[config.mk]
export PLATFORM = sky130hd
export DESIGN_NAME = imem_ahb_arbiter
export DESIGN_NICKNAME = d
export VERILOG_FILES = /design/src/rtl/imem_ahb_arbiter.sv
export SDC_FILE = /design/constraint.sdc
export NUM_CORES = 1
export LEC_CHECK = 0
export BUFFER_PORTS_ARGS = -buffer_cell sky130_fd_sc_hd__buf_4
export CAP_MARGIN = 30
export CORE_AREA = 5 5 113 115
export CTS_CLUSTER_DIAMETER = 150
export DETAILED_ROUTE_END_ITERATION = 8
export DIE_AREA = 0 0 118 120
export GPL_ROUTABILITY_DRIVEN = 1
export PLACE_DENSITY = 0.57
export SLEW_MARGIN = 20
export SYNTH_ARGS = -nofsm -noshare
export SYNTH_HDL_FRONTEND = slang
export SYNTH_SLANG_ARGS = --single-unit
[constraint.sdc]
create_clock -name hclk_i -period 5.6 [get_ports hclk_i]
set_clock_uncertainty 0.15 [all_clocks]
set_input_delay 0 -clock hclk_i [delete_from_list [all_inputs] [get_ports hclk_i]]
set_output_delay 0 -clock hclk_i [all_outputs]
set_load 0.01 [all_outputs]
[src/rtl/imem_ahb_arbiter.sv]
// Two-port arbiter sharing the instruction SRAM AHB slave between fetch (m0) and loader (m1).
// Define IMEM_ARB_RR_EN for round-robin tie-breaking; otherwise m0 has fixed priority.
module imem_ahb_arbiter #(
    parameter int DATA_WIDTH = 32,
    parameter int TIMEOUT    = 16
) (
    input  logic                  hclk_i,
    input  logic                  hreset_i,
    input  logic                  m0_hsel_i,
    input  logic [DATA_WIDTH-1:0] m0_haddr_i,
    input  logic                  m0_hwrite_i,
    input  logic [DATA_WIDTH-1:0] m0_hwdata_i,
    output logic [DATA_WIDTH-1:0] m0_hrdata_o,
    output logic                  m0_hready_o,
    output logic                  m0_hresp_o,
    input  logic                  m1_hsel_i,
    input  logic [DATA_WIDTH-1:0] m1_haddr_i,
    input  logic                  m1_hwrite_i,
    input  logic [DATA_WIDTH-1:0] m1_hwdata_i,
    output logic [DATA_WIDTH-1:0] m1_hrdata_o,
    output logic                  m1_hready_o,
    output logic                  m1_hresp_o,
    output logic                  s_hsel_o,
    output logic [DATA_WIDTH-1:0] s_haddr_o,
    output logic                  s_hwrite_o,
    output logic [DATA_WIDTH-1:0] s_hwdata_o,
    input  logic [DATA_WIDTH-1:0] s_hrdata_i,
    input  logic                  s_hready_i,
    input  logic                  s_hresp_i
);

    localparam logic [1:0] IDLE = 2'd0;
    localparam logic [1:0] GNT0 = 2'd1;
    localparam logic [1:0] GNT1 = 2'd2;

    localparam logic [7:0] TO_LAST = 8'(TIMEOUT - 1);

    logic [1:0] state_q, state_d;
    logic [7:0] cnt_q, cnt_d;
    logic       gnt0, gnt1, cur_hsel, timeout, pick1;

    assign gnt0     = (state_q == GNT0);
    assign gnt1     = (state_q == GNT1);
    assign cur_hsel = (gnt0 & m0_hsel_i) | (gnt1 & m1_hsel_i);
    assign timeout  = (gnt0 | gnt1) & ~s_hready_i & (cnt_q == TO_LAST);

`ifdef IMEM_ARB_RR_EN
    // last_q=1 means port 1 was granted last; reset value lets port 0 win the first tie.
    logic last_q;

    assign pick1 = m1_hsel_i & (~m0_hsel_i | ~last_q);

    always_ff @(posedge hclk_i or negedge hreset_i) begin
        if (!hreset_i) begin
            last_q <= 1'b1;
        end else if (state_q == IDLE && (m0_hsel_i || m1_hsel_i)) begin
            last_q <= pick1;
        end
    end
`else
    assign pick1 = m1_hsel_i & ~m0_hsel_i;
`endif

    always_comb begin
        state_d = state_q;
        cnt_d   = cnt_q;
        case (state_q)
            IDLE: begin
                cnt_d = 8'd0;
                if (m0_hsel_i || m1_hsel_i) begin
                    state_d = pick1 ? GNT1 : GNT0;
                end
            end
            GNT0, GNT1: begin
                if (!s_hready_i) begin
                    cnt_d = cnt_q + 8'd1;
                end
                if (s_hready_i || !cur_hsel || timeout) begin
                    state_d = IDLE;
                end
            end
            default: state_d = IDLE;
        endcase
    end

    always_ff @(posedge hclk_i or negedge hreset_i) begin
        if (!hreset_i) begin
            state_q <= IDLE;
            cnt_q   <= 8'd0;
        end else begin
            state_q <= state_d;
            cnt_q   <= cnt_d;
        end
    end

    always_comb begin
        s_hsel_o    = 1'b0;
        s_haddr_o   = '0;
        s_hwrite_o  = 1'b0;
        s_hwdata_o  = '0;
        m0_hrdata_o = '0;
        m0_hready_o = 1'b0;
        m0_hresp_o  = 1'b0;
        m1_hrdata_o = '0;
        m1_hready_o = 1'b0;
        m1_hresp_o  = 1'b0;
        if (gnt0) begin
            // A timeout answers the master with an error and drops the slave select.
            s_hsel_o    = m0_hsel_i & ~timeout;
            s_haddr_o   = m0_haddr_i;
            s_hwrite_o  = m0_hwrite_i;
            s_hwdata_o  = m0_hwdata_i;
            m0_hrdata_o = timeout ? '0 : s_hrdata_i;
            m0_hready_o = s_hready_i | timeout;
            m0_hresp_o  = (s_hresp_i & s_hready_i) | timeout;
        end else if (gnt1) begin
            s_hsel_o    = m1_hsel_i & ~timeout;
            s_haddr_o   = m1_haddr_i;
            s_hwrite_o  = m1_hwrite_i;
            s_hwdata_o  = m1_hwdata_i;
            m1_hrdata_o = timeout ? '0 : s_hrdata_i;
            m1_hready_o = s_hready_i | timeout;
            m1_hresp_o  = (s_hresp_i & s_hready_i) | timeout;
        end
    end

endmodule
==> flow_metrics.py <==
metrics = {
    "run_status": {
        "status": "completed",
    },
    "routing": {
        "via_per_inst": 4.43,
        "finalWirelength_um": 12500,
        "drt_iter0_markers": 181,
        "routedWlPerCell_um": 18.9,
        "route.antenna.remaining_nets": 0,
        "via_count": 2923,
        "route.detailed.drc": 0,
        "drt-pass1-iter-count": 4,
    },
    "worst_setup_path": {
        "r2r_slack_ps": 2740,
        "cp-start-kind": "register",
        "r2r_cells": 7,
        "cp.required_ps": 5560,
        "slowest_delay_ps": 580,
        "rr_startpoint": "state_q[1]",
        "worstPathArrival_ps": 2820,
        "path_cells": "inv_1, ha_2, buf_4, a22oi_1, a2111oi_0, a211oi_1, dlygate4sd3_1",
        "crit_buf_inv": 3,
        "critPathKind": "register to register",
        "crit_slowest_cell": "dlygate4sd3_1",
        "path_delay_family": "buffers and inverters",
        "cp-end-kind": "register",
        "reg2reg_to": "state_q[1]",
        "crit_fanout": 69,
    },
    "synthesis": {
        "synth_top_flop_cell": "dfrtp_1",
        "synthesis.area_mm2": 0.00182,
        "synthDistinctLibCells": 33,
        "ys_warn_count": 0,
        "synth-seq-cells": 10,
        "syn_nets": 398,
        "ys_seq_area_share_pct": 13.8,
        "synthCells": 226,
        "synth_edf_count": 0,
        "syn_area_per_cell_um2": 8.05,
        "async_reset_ff_share_pct": 100,
    },
    "floorplanning": {
        "ios": 302,
        "die_area_mm2": 0.0142,
        "num_rows": 40,
        "initial_utilization_pct": 15.5,
        "die_w_um": 118,
        "die_h_um": 120,
        "core_area_mm2": 0.0117,
    },
    "hold_path": {
        "min_path_cells": 4,
        "hp-start": "m1_hsel_i",
        "hold_end": "state_q[0]",
        "hold_class": "input port to register",
    },
    "sta": {
        "setup_viol": 0,
        "max_freq_ghz": 0.350,
        "fin_crit_ps": 2860,
        "tns_ps": 0,
        "slew_violations": 0,
        "fin_crit_sh_pct": 51.1,
        "worst_slew_pin_slew_ps": 721,
        "maxSlewHeadroom_pct": 52.0,
        "hold-worst-slack_ps": 37.4,
        "grt_setup_unrepaired": "no",
        "finalHoldViolCount": 0,
    },
    "power_and_ir_drop": {
        "clock_power_share_pct": 8.4,
        "peakVddDrop_mv": 0.228,
        "pwr-share-seq_pct": 6.7,
        "switchingPower_mw": 0.658,
        "pwr-share-comb_pct": 84.9,
        "p_leak_nw": 2.27,
        "p_int_mw": 0.818,
        "p_sw_share_pct": 44.6,
        "powerDensity_mw_per_mm2": 347,
        "total_power_mw": 1.48,
    },
    "grt": {
        "gr-usage-all-layers_pct": 15.7,
        "grt_pass1_wl_um": 18000,
        "antenna_found_initial": 0,
        "overflow": 0,
        "grt_pass1_vias": 2974,
        "grt_max_degree": 70,
    },
    "layout": {
        "fillers": 1242,
        "nNetsFinal": 687,
        "regArea_um2": 250,
        "synthToLayoutAreaGrowth_pct": 134,
        "diodes": 0,
        "drive_above_1_share_pct": 61.0,
        "multi_input_area_mm2": 0.00142,
        "instances_no_fill": 660,
    },
    "cts": {
        "clk_latency_ps": 240,
        "cts.root.buffer_cell": "clkbuf_16",
        "clockBufferDepth": 2,
        "cts_tree": "done",
        "numCtsBuffers": 3,
        "post_cts_buffers": 0,
        "clk_pin_slew_ps": 40,
        "htree_levels": 1,
        "clock_sinks": 10,
    },
    "placed_design": {
        "io_buffers": 301,
        "gp_congestion": 0.863,
        "place_inst": 653,
        "post-dp-hpwl_um": 10700,
    },
    "run": {
        "maxCapViolCount": 0,
    },
}
-- power groups by stage --
stage / sequential (mW) / combinational [mW] / clock [mW]
detailed placement: 0.0996 / 1.26 / 0
global placement: 0.0993 / 1.25 / 0
global route: 0.102 / 1.36 / 0.130
CTS: 0.0988 / 1.27 / 0.126
finish: 0.0988 / 1.25 / 0.124
floorplan: 0.0968 / 0.655 / 0
-- cell usage in the layout (no fill, tap or decap), types with 2 or more instances in the layout --
cell,instances
nand2b_1,4
or4_1,2
a31oi_1,2
ha_1,3
and2_1,64
inv_1,3
mux2i_1,3
nor2b_1,2
a22o_1,65
buf_4,303
nor2_1,3
dlygate4sd3_1,4
dfrtp_1,10
a31oi_4,2
a21oi_1,4
nand2_1,8
clkbuf_16,3
nand3_1,8
o21ai_0,4
a22oi_1,2
-- per-layer routing --
metal  track usage [%]  part of all wire [%]
met3              5.89                    11
met5                 0                     0
met4              2.22                   1.1
met2              27.5                    50
met1              18.8                    38
-- how the worst max path moves through the flow --
| stage | start | to | slack, ps | cells past startpoint |
|---|---|---|---|---|
| finish | state_q[1] | state_q[1] | 2740 | 7 |
| global route | state_q[1] | state_q[1] | 2480 | 7 |
| CTS | state_q[1] | state_q[1] | 2750 | 7 |
| detailed placement | state_q[1] | m0_hrdata_o[23] | 3010 | 7 |
| global placement | state_q[1] | m0_hrdata_o[10] | 3090 | 7 |
| floorplan | state_q[1] | cnt_q[7] | 3820 | 6 |
-- cell usage after synthesis, types with 3 or more instances --
master    number  area, µm²
nand2b_1       4       25.0
mux2i_1        3       30.0
dfrtp_1       10        250
buf_2          7       35.0
ha_1           4       50.1
nand3_1        8       40.0
nand2_1        8       30.0
inv_1          3       11.3
o21ai_0        4       20.0
buf_6          7       78.8
clkbuf_1       5       18.8
buf_1          4       15.0
a22o_1        65        569
a21oi_1        4       20.0
nor2b_1        3       18.8
nor2_1         3       11.3
and2_1        64        400
-- worst min-delay path, cell delays in order --
cell and delay [ps]:
buf_4 100, nor2b_1 40, o21ai_0 150, mux2i_1 80
-- final cells by class --
type	instances	share of cell area, %
Clock buffer	3	1.76
Inverter	3	0.265
Multi-Input combinational cell	190	33.4
Sequential cell	10	5.88
Tap cell	147	4.32
Timing Repair Buffer	307	54.4
-- timing repair --
item / CTS / global route
hold buffers: 4 / 0
endpoints found under the hold margin: 11 / 0
gates resized for setup: 0 / 0
setup endpoints to repair: 0 / 0
-- sequential cells by signal (all words and copies together) (netlist names) --
signal and cells:
cnt_q 8, state_q 2
-- per-stage QoR --
step | setup slack, ps | util (%) | instance area, µm²
floorplan | 3820 | - | 1820
global placement | 3090 | 35.4 | 4140
detailed placement | 3010 | 35.4 | 4140
CTS | 2750 | 36.3 | 4260
global route | 2480 | 36.3 | 4260
finish | 2740 | 36.3 | 4260
-- kinds of logic after synthesis --
| family | Yosys count | share of synthesized area [%] |
|---|---|---|
| AND/OR/NAND/NOR | 97 | 32.5 |
| AO/OA/AOI/OAI | 84 | 39.5 |
| buffers and inverters | 26 | 8.73 |
| flip-flops | 10 | 13.8 |
| multiplexers | 4 | 2.27 |
| adder cells (fa/ha/maj) | 4 | 2.75 |
| XOR/XNOR | 1 | 0.482 |
Note: power is estimated with default switching activity, not from simulation.
